## src/rtl/sobol_gen.sv

```systemverilog
// sobol_gen: single-dimension Sobol generator (Antonov-Saleev Gray-code form)
// Ports: cfg_* direction-table load, start/num_points run control,
//        busy/done status, valid_out/ready_in/u_out sample stream in [0,1).
package fpga_cfg_pkg;
   localparam int FP_WIDTH = 32;
   localparam int FP_QINT  = 15;
   localparam int FP_QFRAC = 16;
endpackage

module sobol_gen
   import fpga_cfg_pkg::*;
#(
   parameter int WIDTH      = FP_WIDTH,
   parameter int QINT       = FP_QINT,
   parameter int QFRAC      = FP_QFRAC,
   parameter int SOBOL_BITS = 32,
   parameter int CNT_WIDTH  = 32
) (
   input  logic                        clk,
   input  logic                        rst_n,
   input  logic                        cfg_we,
   input  logic [4:0]                  cfg_addr,
   input  logic [SOBOL_BITS-1:0]       cfg_data,
   input  logic                        start,
   input  logic [CNT_WIDTH-1:0]        num_points,
   output logic                        busy,
   output logic                        done,
   output logic                        valid_out,
   input  logic                        ready_in,
   output logic signed [WIDTH-1:0]     u_out
);

   localparam int IW = (CNT_WIDTH > SOBOL_BITS) ? CNT_WIDTH : SOBOL_BITS;
   localparam int CW = $clog2(SOBOL_BITS);

   generate
      if (QFRAC > SOBOL_BITS || QFRAC >= WIDTH || QINT + QFRAC >= WIDTH) begin : g_bad_cfg
         $error("sobol_gen: output format does not fit");
      end
   endgenerate

   typedef enum logic {IDLE, RUN} state_t;

   state_t                state_q, state_d;
   logic [SOBOL_BITS-1:0] v_q [SOBOL_BITS];
   logic [SOBOL_BITS-1:0] v_d [SOBOL_BITS];
   logic [SOBOL_BITS-1:0] x_q, x_d;
   logic [IW-1:0]         i_q, i_d;
   logic [IW-1:0]         n_q, n_d;
   logic                  done_q, done_d;
   logic [IW-1:0]         n_max, n_req;
   logic [CW-1:0]         c;
   logic                  wr_en;

   assign wr_en = cfg_we && (state_q == IDLE) && (int'(cfg_addr) < SOBOL_BITS);

   // Requested length clamped to the period of the sequence.
   always_comb begin
      n_max = '0;
      for (int k = 0; k < SOBOL_BITS; k++) n_max[k] = 1'b1;
      n_req = IW'(num_points);
      if (n_req > n_max) n_req = n_max;
   end

   // Position of the lowest zero bit of i selects the direction number.
   always_comb begin
      c = '0;
      for (int k = SOBOL_BITS - 1; k >= 0; k--) begin
         if (!i_q[k]) c = CW'(k);
      end
   end

   // Table write lands before a same-cycle start, so v_d feeds x.
   always_comb begin
      v_d = v_q;
      if (wr_en) v_d[cfg_addr] = cfg_data;
   end

   always_comb begin
      state_d = state_q;
      x_d     = x_q;
      i_d     = i_q;
      n_d     = n_q;
      done_d  = 1'b0;
      case (state_q)
         IDLE: begin
            if (start) begin
               n_d = n_req;
               if (n_req == '0) begin
                  done_d = 1'b1;
               end else begin
                  i_d     = IW'(1);
                  x_d     = v_d[0];
                  state_d = RUN;
               end
            end
         end
         RUN: begin
            if (ready_in) begin
               if (i_q < n_q) begin
                  i_d = i_q + IW'(1);
                  x_d = x_q ^ v_q[c];
               end else begin
                  state_d = IDLE;
                  done_d  = 1'b1;
               end
            end
         end
         default: state_d = IDLE;
      endcase
   end

   always_ff @(posedge clk or negedge rst_n) begin
      if (!rst_n) begin
         state_q <= IDLE;
         x_q     <= '0;
         i_q     <= '0;
         n_q     <= '0;
         done_q  <= 1'b0;
         for (int k = 0; k < SOBOL_BITS; k++) begin
            v_q[k] <= SOBOL_BITS'(1) << (SOBOL_BITS - 1 - k);
         end
      end else begin
         state_q <= state_d;
         x_q     <= x_d;
         i_q     <= i_d;
         n_q     <= n_d;
         done_q  <= done_d;
         for (int k = 0; k < SOBOL_BITS; k++) v_q[k] <= v_d[k];
      end
   end

   assign busy      = (state_q == RUN);
   assign valid_out = (state_q == RUN);
   assign done      = done_q;
   assign u_out     = {{(WIDTH - QFRAC){1'b0}}, x_q[SOBOL_BITS-1 -: QFRAC]};

endmodule

```

## config.mk

```make
export PLATFORM = sky130hd
export DESIGN_NAME = sobol_gen
export DESIGN_NICKNAME = d
export VERILOG_FILES = /design/src/rtl/sobol_gen.sv
export SDC_FILE = /design/constraint.sdc
export NUM_CORES = 1
export LEC_CHECK = 0
export CORE_ASPECT_RATIO = 1.2
export CORE_MARGIN = 2
export CORE_UTILIZATION = 58
export DETAILED_ROUTE_END_ITERATION = 6
export GPL_ROUTABILITY_DRIVEN = 0
export PLACE_DENSITY = 0.76
export SYNTH_ARGS = -nofsm -noshare
export SYNTH_HDL_FRONTEND = slang
export SYNTH_SLANG_ARGS = --single-unit
```

## constraint.sdc

```tcl
create_clock -name clk -period 3.82 [get_ports clk]
set_clock_uncertainty 0.15 [all_clocks]
set_input_delay 0.764 -clock clk [delete_from_list [all_inputs] [get_ports clk]]
set_output_delay 0.764 -clock clk [all_outputs]
set_load 0.02 [all_outputs]
```

[Word level (Yosys, flattened, before mapping)]
Index checks and enable logic that the tools add are counted.
Storage, ports and cells
  flip-flop bits (word level): 1122
  output and inout port bits: 35
  word-level logic and storage cells: 116
Operators by class
  add/sub/neg operators: 1
  $lt $le $gt $ge: 5
  eq/ne operators: 4
  mux-type cells: 60
  bitwise gates (word level): 4
  reduce and logical (&&, ||, !) cells: 5
Operators by type and width (number)
  $bwmux W1024: 1
  $mux W1024: 1
  $mux W32: 12
  $bmux W32 S5: 1
  $demux W32 S5: 1
  $mux W5: 32
  $pmux W32 S2: 2
  $add A32 B1 Y32 const B: 1
  $gt A32 B32 Y1 const B: 1
  $logic_not A32 Y1: 1
  $lt A32 B32 Y1: 1
  $xor A32 B32 Y32: 1
  $ge A6 B6 Y1 const B: 2
  $not A5 Y6: 2
  $mux W1: 8
  $lt A6 B1 Y1 const B: 1
  $ne A2 B2 Y1 const B: 3
  $pmux W1 S2: 2
  $reduce_and A4 Y1: 1
  $logic_and A1 B1 Y1: 2
  $ne A2 B1 Y1 const B: 1
  $reduce_and A2 Y1: 1
  $not A1 Y1: 1

[Logic depth before layout (Yosys ltp)]
Gate-level depths: netlist of run 1.
  depth in word-level cells: 40
  mapped depth: 14
  gate-level depth less buffers: 12

[Worst setup path before layout of run 1]
No wires, ideal clock.
  path kind: register to register
  from: register i_q[29]
  to: register i_q[24]
  setup time: 0.078 ns
  arrival: 3.068 ns
  path slack: 0.523 ns
  cell stages (with the launch flop): 11
  period minus slack after synthesis: 3.297 ns
  path through: dfrtp_1 -> ha_1 -> a21o_1 -> a21o_1 -> a211o_1 -> o41a_1 -> or3b_4 -> or3_1 -> buf_2 -> or3_1 -> a21oi_1
On the way
  longest elaborated chain between the ends: 3
RTL lines
  start, declared: line 48  | logic [IW-1:0] i_q, i_d;
  start signal, assigned: line 126  | i_q <= i_d;
  $lt A32 B32 Y1: line 100  | if (i_q < n_q) begin
  $ne A2 B1 Y1 (no line)
  $reduce_and A4 Y1 (no line)
No other way between the ends.
A chain may end at the register's enable or synchronous reset.

[Worst setup path in the final report of run 1]
  from: register i_q[24]
  to: register x_q[30]
On the way
  longest elaborated chain between the ends: 33
  elaborated cells on any way between the ends: 36
  classes of those cells: 1 x order compare; 1 x eq/ne; 31 x mux; 2 x bitwise; 1 x reduce/logical
RTL lines
  $mux W5 (25 in series): line 69  | if (!i_q[k]) c = CW'(k);
  $not A5 Y6 (not written as such): line 102  | x_d = x_q ^ v_q[c];
  $bmux W32 S5: line 102
  $mux W32 (not written as such) (2 in series): line 102
  $xor A32 B32 Y32: line 102
  $mux W32: line 100
  $mux W32: line 99  | if (ready_in) begin
  $pmux W32 S2: line 85  | case (state_q)
  end signal, assigned: line 116  | x_q <= '0;
  end signal, assigned: line 125  | x_q <= x_d;
  end, declared: line 47  | logic [SOBOL_BITS-1:0] x_q, x_d;
Several ways; a longest one is shown, not always the timed one. The select of a mux whose other input is x is not followed.

==> results of run 1 <==
==> power by group <==
group	switching [mW]	total (mW)	internal, mW	leakage [nW]
clock network	2.45	5.67	3.22	0.912
registers	0.508	7.48	6.97	7.97
logic	3.46	6.01	2.55	7.33
total	6.41	19.2	12.7	16.2
==> cells in the mapped netlist (all sizes together) (15+ instances only) <==
cell    instances
nor4           16
and3b          27
ha             32
dfstp          16
a21oi          59
o22ai          29
nand3b         18
nand4          24
o211ai         18
and3           19
and2           17
o21ai          63
clkbuf        145
nor2          148
buf            66
inv            48
nand2         242
dfrtp         578
mux2i         133
o32ai          15
mux2          556
nand3          70
a31oi          37
==> worst paths after layout <==
kind	startpoint	end	slack, ns	depth (start not counted)
max in group asynchronous	rst_n	async pin	1.95	3
max	i_q[24]$_DFFE_PN0P_	x_q[30]$_DFFE_PN0P_	0.16	12
max reg2reg	i_q[24]$_DFFE_PN0P_	x_q[30]$_DFFE_PN0P_	0.16	12
min in group asynchronous	rst_n	async pin	0.56	2
min	register	register	0.35	1
min reg2reg	register	register	0.35	1
==> routing by layer <==
metal,global-route usage,vias up
met5,0,-
met4,0.1400,0
met3,0.05834,268
met2,0.5271,948
met1,0.3898,11170
li1,-,9406
==> layout make-up <==
type                            instances  share of cell area
Clock inverter                         15            0.005188
Inverter                               48            0.005336
Multi-Input combinational cell       1731              0.4059
Sequential cell                       594              0.4409
Clock buffer                           87             0.04981
Timing Repair Buffer                  253             0.06900
Tap cell                              644             0.02387
==> what timing repair did <==
| item | in CTS | in global routing |
|---|---|---|
| setup endpoints to repair | 1 | 27 |
| endpoints found under the hold margin | 42 | 0 |
| resized for setup | 0 | 14 |
| gates cloned | 0 | 2 |
| setup buffers | 0 | 4 |
| hold buffers | 1 | 0 |
| pin swaps | 1 | 5 |
==> kinds of logic (layout without fill, tap and decap cells) <==
| kind of cell | Yosys count | after routing | synth area share |
|---|---|---|---|
| DFF | 594 | 594 | 0.5035 |
| AOI/OAI and AO/OA | 327 | 327 | 0.07555 |
| buffers and inverters | 259 | 403 | 0.03847 |
| other | 1 | 16 | 0.0001269 |
| muxes | 689 | 689 | 0.2568 |
| and+or+nand+nor | 640 | 641 | 0.1043 |
| adders and majority gates | 32 | 32 | 0.01354 |
| xor gates and xnor gates | 26 | 26 | 0.007703 |
==> results.py, run 1 <==
metrics = {
    "status": {
        "status": "complete, no violations",
    },
    "synth": {
        "seq_area_frac_synth": 0.5035,
        "synth_area_sq_um": 29560,
        "ys_warn_count": 0,
        "post-synth-top-area-cell": "dfrtp_1",
        "synth.area.top_cells": "dfrtp_1 (49%), mux2_2 (21%), mux2i_1 (4.5%), nand2_1 (3.1%), nor2_1 (1.9%)",
        "ys.flop_type": "dfrtp_1",
        "synthArstFlopShare": 1.000,
        "synth_edf_count": 0,
        "yosysTopAreaCellShare": 0.4893,
        "yosysUniqueCellTypes": 73,
        "synth-seq-cells": 594,
        "synth.avg_cell_area_sq_um": 11.51,
        "synthCells": 2568,
    },
    "place": {
        "dp_hpwl_mm": 52.86,
        "placed_cells": 3263,
        "placed_area_sq_um": 31780,
        "place_ws_ns": -0.04106,
        "portBuffers": 76,
    },
    "floorplanning": {
        "rows": 90,
        "initial_core_util": 0.5873,
        "fp.dieW_um": 210.1,
        "io_pins": 109,
        "die_h_um": 251.3,
        "coreArea_sq_um": 50340,
        "dieArea_sq_um": 52800,
    },
    "global_route": {
        "grt_antenna_before_repair": 0,
        "grt_overflow": 0,
        "track_usage": 0.3115,
        "grt_max_degree": 99,
        "grt_pass1_wl_mm": 127.1,
        "grt_pass1_vias": 22580,
    },
    "layout": {
        "layout-drive-gt1-share": 0.3171,
        "multiInputGateArea_sq_um": 13700,
        "final_area_sq_um": 33760,
        "post-route-util": 0.6707,
        "fillers": 3684,
        "antenna_cells": 0,
        "finalNonFillerCells": 3372,
        "seq_area_sq_um": 14890,
        "most-common-layout-cells": "dfrtp_1 (577), mux2_2 (556), nand2_1 (241), buf_4 (155), nor2_1 (144)",
        "final_common_cell": "dfrtp_1",
        "syn_to_final_growth_pct": 14.21,
        "nets": 2792,
    },
    "route": {
        "vias": 21800,
        "wl_met1_mm": 31.92,
        "wl_per_cell_um": 24.48,
        "ant_nets": 0,
        "drt_iter0_drc": 2142,
        "route.met3.wl_mm": 6.387,
        "via_per_inst": 6.464,
        "wl_met2_mm": 40.51,
        "wirelength_mm": 82.55,
        "first_pass_iters": 6,
        "top_layer": "met4",
        "drc": 0,
    },
    "critical_path": {
        "path_delay_family": "compound AO/OA/AOI/OAI gates",
        "critPathMaxStageDelay_ns": 0.51,
        "worst-path-buf-inv": 2,
        "path_max_fanout": 20,
        "cpMaxStageDelayCell": "dfrtp_1",
        "worstSetupPathType": "reg -> reg",
        "required_ns": 4.18,
        "cp-start-kind": "register",
        "endpoint_kind": "register",
        "path_cells": "nand2_1 -> a31o_2 -> o211ai_1 -> and3_4 -> buf_4 -> buf_4 -> nand2_1 -> nand3_1 -> nand4_1 -> and4b_1 -> a211o_1 -> a211o_1",
        "crit_arrival_ns": 4.02,
    },
    "power_and_ir_drop": {
        "finalPower_mw": 19.16,
        "p_leak_nw": 16.21,
        "peakVddDrop_v": 0.0003836,
        "p_per_area_nw_per_um2": 567.5,
    },
    "sta": {
        "relSlewSlack": 0.3236,
        "period_needed_ns": 3.663,
        "fin_ws_ns": 0.1573,
        "max_slew.worst_pin.slew_ns": 1.011,
        "setup_violations": 0,
        "hold_viol": 0,
        "whs_ns": 0.3489,
        "drv_slew": 0,
        "setup_tns_ns": 0,
        "fmax_mhz": 273.0,
        "min_period_over_period": 0.9588,
    },
    "clocking": {
        "cts_buffers": 58,
        "clock_path_buffers": 3,
        "cts-htree-levels": 2,
        "path_clk_slew_ns": 0.06,
        "clk_latency_ns": 0.64,
        "cts-root-buf": "clkbuf_16",
        "cts_tree": "yes",
        "clock-sinks": 594,
    },
    "job": {
        "max_cap_violations": 0,
    },
    "worst_hold_path": {
        "hp-class": "reg -> reg",
    },
}
(Power assumes the default switching activity.)
==> inputs of run 2 (changes only) <==
Clock period 3.82 ns to 3.7 ns, I/O delays scaled along.
==> run 2 against run 1 <==
Compared with the run above:
- global-route usage grew 0.53 points
- worst setup slack worse by 0.037 ns
- sequential cell count is the same
- combinational power increased by 7.0%
- clock power rose by 8.5%
- critical endpoint is now x_q[18]$_DFFE_PN0P_
- wire length grew 0.46%
- maximum frequency up 2.3%
- highest routed layer unchanged
- largest power group unchanged
- sequential power is 3.1% higher
==> results.py, run 2 (same netlist as run 1, synthesis figures left out) <==
metrics = {
    "status": {
        "status": "complete, no violations",
    },
    "critical_path": {
        "reg2reg_to": "x_q[18]$_DFFE_PN0P_",
        "required_ns": 4.12,
        "r2r_setup_slack_ns": 0.12,
        "endpoint_kind": "register",
        "cp-start-kind": "register",
        "path_max_fanout": 15,
        "crit_arrival_ns": 4.00,
        "r2r_start": "i_q[9]$_DFFE_PN0P_",
        "worstSetupPathType": "reg -> reg",
        "r2r_cells": 15,
    },
    "layout": {
        "most-common-layout-cells": "dfrtp_1 (575), mux2_2 (556), nand2_1 (241), buf_4 (162), nor2_1 (144)",
        "final_area_sq_um": 34120,
        "final_common_cell": "dfrtp_1",
        "nets": 2804,
        "antenna_cells": 0,
        "syn_to_final_growth_pct": 15.43,
        "layout-drive-gt1-share": 0.3245,
        "finalNonFillerCells": 3390,
    },
    "power_and_ir_drop": {
        "intPower_mw": 13.61,
        "peakVddDrop_v": 0.0005038,
        "p_leak_nw": 16.39,
        "seq_power_share": 0.380,
        "p_sw_frac": 0.3296,
        "power.share.clock": 0.303,
        "p_per_area_nw_per_um2": 594.8,
        "p_comb_frac": 0.317,
        "p_sw_mw": 6.691,
    },
    "worst_hold_path": {
        "hp-class": "reg -> reg",
        "whs_path_depth": 1,
    },
    "floorplanning": {
        "dieArea_sq_um": 52800,
        "rows": 90,
        "initial_core_util": 0.5873,
        "coreArea_sq_um": 50340,
        "fp.dieW_um": 210.1,
        "die_h_um": 251.3,
        "io_pins": 109,
    },
    "clocking": {
        "cts_tree": "yes",
        "cts_buffers": 59,
        "cts-htree-levels": 2,
        "clock-sinks": 594,
        "cts-root-buf": "clkbuf_16",
        "clk_latency_ns": 0.63,
        "clock_path_buffers": 3,
        "path_clk_slew_ns": 0.06,
    },
    "place": {
        "placed_cells": 3272,
        "portBuffers": 76,
        "placed_area_sq_um": 31910,
        "dp_hpwl_mm": 52.87,
    },
    "route": {
        "vias": 21940,
        "via_per_inst": 6.472,
        "first_pass_iters": 7,
        "wl_per_cell_um": 24.46,
        "ant_nets": 0,
        "drc": 0,
        "wirelength_mm": 82.93,
        "drt_iter0_drc": 2289,
    },
    "sta": {
        "max_slew.worst_pin.slew_ns": 0.9390,
        "relSlewSlack": 0.3740,
        "period_needed_ns": 3.580,
        "setup_violations": 0,
        "drv_slew": 0,
        "fmax_mhz": 279.4,
        "min_period_over_period": 0.9674,
        "hold_viol": 0,
        "rsz0062_at_grt": "false",
    },
    "global_route": {
        "track_usage": 0.3169,
        "grt_max_degree": 90,
        "grt_overflow": 0,
        "grt_pass1_vias": 22840,
        "grt_pass1_wl_mm": 129.4,
        "grt_antenna_before_repair": 0,
    },
    "job": {
        "max_cap_violations": 0,
    },
}
run 2: layout make-up:
cell class	count	area, sq um
Multi-Input combinational cell	1730	13740
Inverter	48	180.2
Tap cell	644	805.8
Timing Repair Buffer	265	2506
Clock inverter	14	191.4
Clock buffer	95	1813
Fill cell	3598	16210
Sequential cell	594	14890
run 2: power groups by stage:
stage / clock [mW] / combinational [mW] / sequential (mW)
2_1_floorplan: 0 / 3.71 / 7.72
3_5_place_dp: 0 / 6.12 / 7.80
4_1_cts: 6.24 / 6.19 / 7.69
6_report: 6.15 / 6.43 / 7.71
5_1_grt: 6.50 / 6.85 / 7.79
3_3_place_gp: 0 / 5.97 / 7.75
run 2: what timing repair did:
action	4_1_cts	5_1_grt
resized for setup	4	23
hold buffers	1	0
pin swaps	2	2
cloned	0	1
buffers inserted	2	5
setup endpoints to repair	17	25
hold endpoints to repair	48	0
run 2: worst max-delay path by stage:
stage / from / to / slack [ns]
2_1_floorplan: i_q[29]$_DFFE_PN0P_ / i_q[24]$_DFFE_PN0P_ / 0.40
3_3_place_gp: num_points[13] / i_q[24]$_DFFE_PN0P_ / -0.03
3_5_place_dp: num_points[13] / i_q[28]$_DFFE_PN0P_ / -0.12
4_1_cts: i_q[8]$_DFFE_PN0P_ / x_q[29]$_DFFE_PN0P_ / -0.002
5_1_grt: i_q[23]$_DFFE_PN0P_ / x_q[21]$_DFFE_PN0P_ / 0.006
6_report: i_q[9]$_DFFE_PN0P_ / x_q[18]$_DFFE_PN0P_ / 0.12
run 2: critical path, cell delays in order (launching register included):
cell	delay [ns]
dfrtp_1	0.38
buf_4	0.16
nand2b_1	0.15
a21boi_2	0.21
a211oi_1	0.08
buf_4	0.17
a211oi_4	0.20
buf_6	0.19
buf_6	0.21
buf_4	0.24
mux2i_1	0.10
a22oi_1	0.24
nand3_2	0.20
a2bb2o_1	0.32
a211oi_1	0.28
o2111a_1	0.23
run 2: per-layer routing:
metal  part of all wire  global-route usage  wire length [um]
met1               0.39              0.3958             32140
met2               0.48              0.5316             40050
met3              0.078             0.05984              6465
met4              0.051              0.1528              4269
met5                  0                   0                 0
run 2: metrics by stage:
stage	hold WS, ns	utilization	total power [mW]	setup TNS, ns	setup WS (ns)
after floorplan	0.2944	-	11.43	0	0.4035
after global placement	0.3289	0.6339	13.72	-0.1392	-0.02736
after detailed placement	0.3373	0.6339	13.92	-0.6241	-0.1156
after CTS	0.3508	0.6746	20.13	-0.001802	-0.001802
after global routing	0.3569	0.6779	21.14	0	0.006325
final	0.3478	0.6779	20.30	0	0.1205
==> inputs of run 3 (changes only) <==
Settings changed: ABC_AREA from default to 1.
==> run 3 against run 2 <==
Compared with the run above:
- the flow now finishes with violations (negative hold slack, negative setup slack)
- synthesized area is 2.9% lower
- worst hold slack got worse by 0.35 ns
- first-iteration DRC count grew 46%
- critical path depth increased by 29
- via count rose by 21%
- worst setup slack got worse by 0.31 ns
- critical path type unchanged
- largest cell class unchanged
==> results.py, run 3 <==
metrics = {
    "route": {
        "drc": 0,
        "via_per_inst": 6.185,
        "ant_nets": 0,
        "wirelength_mm": 88.27,
        "drt_iter0_drc": 3342,
        "vias": 26640,
        "first_pass_iters": 6,
        "wl_per_cell_um": 20.49,
    },
    "synth": {
        "yosysTopAreaCellShare": 0.5038,
        "synthAdderAreaFrac": 0.01395,
        "synth_compound_area_frac": 0.1098,
        "synthCells": 3584,
        "synth.area.top_cells": "dfrtp_1 (50%), nand3_1 (14%), nand2_1 (13%), o21ai_0 (9.2%), clkbuf_1 (2.9%)",
        "synth_commonest_cells": "nand2_1 (973), nand3_1 (776), dfrtp_1 (578), o21ai_0 (526), clkbuf_1 (220)",
        "synth_top_family_by_area": "simple AND/OR/NAND/NOR gates",
        "synth_edf_count": 0,
        "synthArstFlopShare": 1.000,
        "yosysUniqueCellTypes": 40,
        "ys_warn_count": 0,
        "post-synth-top-area-cell": "dfrtp_1",
        "yosysMostFrequentCell": "nand2_1",
        "yosys.area_share.simple": 0.2879,
        "yosys.area_share.xor_xnor": 0.002441,
        "synth.avg_cell_area_sq_um": 8.010,
        "synth_area_sq_um": 28710,
        "seq_area_frac_synth": 0.5185,
        "synth-seq-cells": 594,
        "synthMuxAreaShare": 0.0003922,
        "ys.flop_type": "dfrtp_1",
    },
    "clocking": {
        "clock_path_buffers": 3,
        "cts-root-buf": "clkbuf_16",
        "hold_buffers": 0,
        "cts_tree": "yes",
        "path_clk_slew_ns": 0.06,
        "clock-sinks": 594,
        "cts-htree-levels": 2,
        "cts_buffers": 58,
        "clk_latency_ns": 0.62,
    },
    "sta": {
        "fin_ws_ns": -0.1925,
        "rsz0062_at_grt": "true",
        "fmax_mhz": 256.9,
        "drv_slew": 0,
        "whs_ns": -0.0005203,
        "setup_violations": 16,
        "relSlewSlack": 0.2529,
        "hold_viol": 2,
        "max_slew.worst_pin.slew_ns": 1.121,
        "min_period_over_period": 1.052,
        "period_needed_ns": 3.893,
    },
    "layout": {
        "fillers": 3795,
        "final_common_cell": "nand2_1",
        "nets": 3729,
        "multiInputGateArea_sq_um": 12770,
        "syn_to_final_growth_pct": 17.60,
        "layout-drive-gt1-share": 0.1232,
        "seq_area_sq_um": 14890,
        "most-common-layout-cells": "nand2_1 (959), nand3_1 (669), dfrtp_1 (577), o21ai_0 (526), buf_4 (139)",
        "post-route-util": 0.6890,
    },
    "power_and_ir_drop": {
        "power.share.clock": 0.257,
        "peakVddDrop_v": 0.0004623,
        "p_leak_nw": 15.21,
        "intPower_mw": 14.46,
        "p_comb_frac": 0.378,
        "p_sw_frac": 0.3753,
        "finalPower_mw": 23.15,
        "seq_power_share": 0.365,
        "p_sw_mw": 8.687,
        "p_per_area_nw_per_um2": 685.6,
    },
    "floorplanning": {
        "rows": 89,
        "dieArea_sq_um": 51300,
        "initial_core_util": 0.5859,
        "fp.dieW_um": 207.1,
        "die_h_um": 247.7,
        "io_pins": 109,
        "coreArea_sq_um": 49000,
    },
    "critical_path": {
        "crit_top_cell": "nand2_1",
        "worst-path-stages": 44,
        "required_ns": 4.07,
        "cp-start-kind": "register",
        "worstSetupPathType": "reg -> reg",
        "worst-path-buf-inv": 3,
        "path_max_fanout": 16,
        "cpMaxStageDelayCell": "dfrtp_1",
        "crit_arrival_ns": 4.26,
        "r2r_cells": 44,
        "endpoint_kind": "register",
        "critPathMaxStageDelay_ns": 0.39,
        "path_delay_family": "simple AND/OR/NAND/NOR gates",
    },
    "global_route": {
        "grt_overflow": 0,
        "grt_antenna_before_repair": 1,
        "track_usage": 0.3353,
        "grt_pass1_wl_mm": 136.7,
        "grt_max_degree": 90,
        "grt_pass1_vias": 25300,
    },
    "place": {
        "dp_hpwl_mm": 52.36,
        "portBuffers": 76,
    },
    "worst_hold_path": {
        "hp-class": "in -> async",
    },
    "job": {
        "max_cap_violations": 0,
    },
    "status": {
        "status": "finished with violations",
        "violations": "negative hold slack, negative setup slack",
    },
}
run 3: final cells by class:
cell class	instances	area share
antenna	1	0.00007412
clock buffer	88	0.04959
clock inverter	18	0.006671
inverter	111	0.01242
multi-input combinational	2583	0.3782
sequential	594	0.4410
tap	637	0.02361
timing repair buffer	275	0.08846
run 3: metal layers:
layer / vias up / part of all wire / GRT usage
met5: - / 0.00010 / 0
met4: 2 / 0.060 / 0.1981
met3: 264 / 0.094 / 0.05833
met2: 1507 / 0.47 / 0.5470
li1: 12050 / - / -
met1: 12820 / 0.38 / 0.4239
run 3: logic make-up (layout without fill, tap and decap cells):
family / after synthesis / after routing
muxes: 1 / 1
other: 1 / 17
AOI/OAI and AO/OA: 616 / 616
xor gates and xnor gates: 8 / 8
buffers and inverters: 423 / 492
and+or+nand+nor: 1909 / 1910
adders and majority gates: 32 / 32
DFF: 594 / 594
run 3: worst reg2reg max path: cells and delay by family (launching register included):
kind                   cells  cell delay [ns]
flip-flops                 1             0.39
AND/OR/NAND/NOR           41             2.82
buffers and inverters      3             0.43
run 3: repair_timing:
action | in CTS | in global routing
gates cloned | 8 | 3
endpoints found under the setup margin | 16 | 23
resized for setup | 90 | 85
pin swaps | 15 | 36
buffers inserted | 5 | 12
run 3: final timing paths:
kind,startpoint,endpoint,slack (ns)
worst max-delay path,i_q[31]$_DFFE_PN0P_,x_q[27]$_DFFE_PN0P_,-0.19
worst min-delay path,rst_n,async pin,-0.0005
worst max register to register,i_q[31]$_DFFE_PN0P_,x_q[27]$_DFFE_PN0P_,-0.19
worst min register to register,register,register,0.33
max in group asynchronous,rst_n,async pin,2.34
min in group clk,register,register,0.33
run 3: power groups by stage:
stage | Clock [mW] | Sequential, mW | Combinational (mW)
CTS | 5.99 | 8.40 | 8.09
detailed placement | 0 | 8.51 | 7.35
finish | 5.95 | 8.45 | 8.75
global placement | 0 | 8.44 | 7.16
floorplan | 0 | 8.41 | 4.87
global route | 6.27 | 8.55 | 9.41
run 3: through the flow:
| stage | TNS (ns) | cell area (sq um) | setup WS [ns] | cells | hold WS (ns) |
|---|---|---|---|---|---|
| final | -2.140 | 33760 | -0.1925 | 4307 | -0.0005203 |
| after CTS | -1.029 | 33150 | -0.1019 | 4291 | 0.009645 |
| after global placement | -2.200 | 30570 | -0.1839 | 4172 | 0.3159 |
| after global routing | -8.091 | 33760 | -0.5553 | 4306 | 0.03312 |
| after detailed placement | -2.337 | 30570 | -0.1942 | 4172 | 0.3231 |
| after floorplan | 0 | 28770 | 0.4239 | 3599 | 0.2944 |
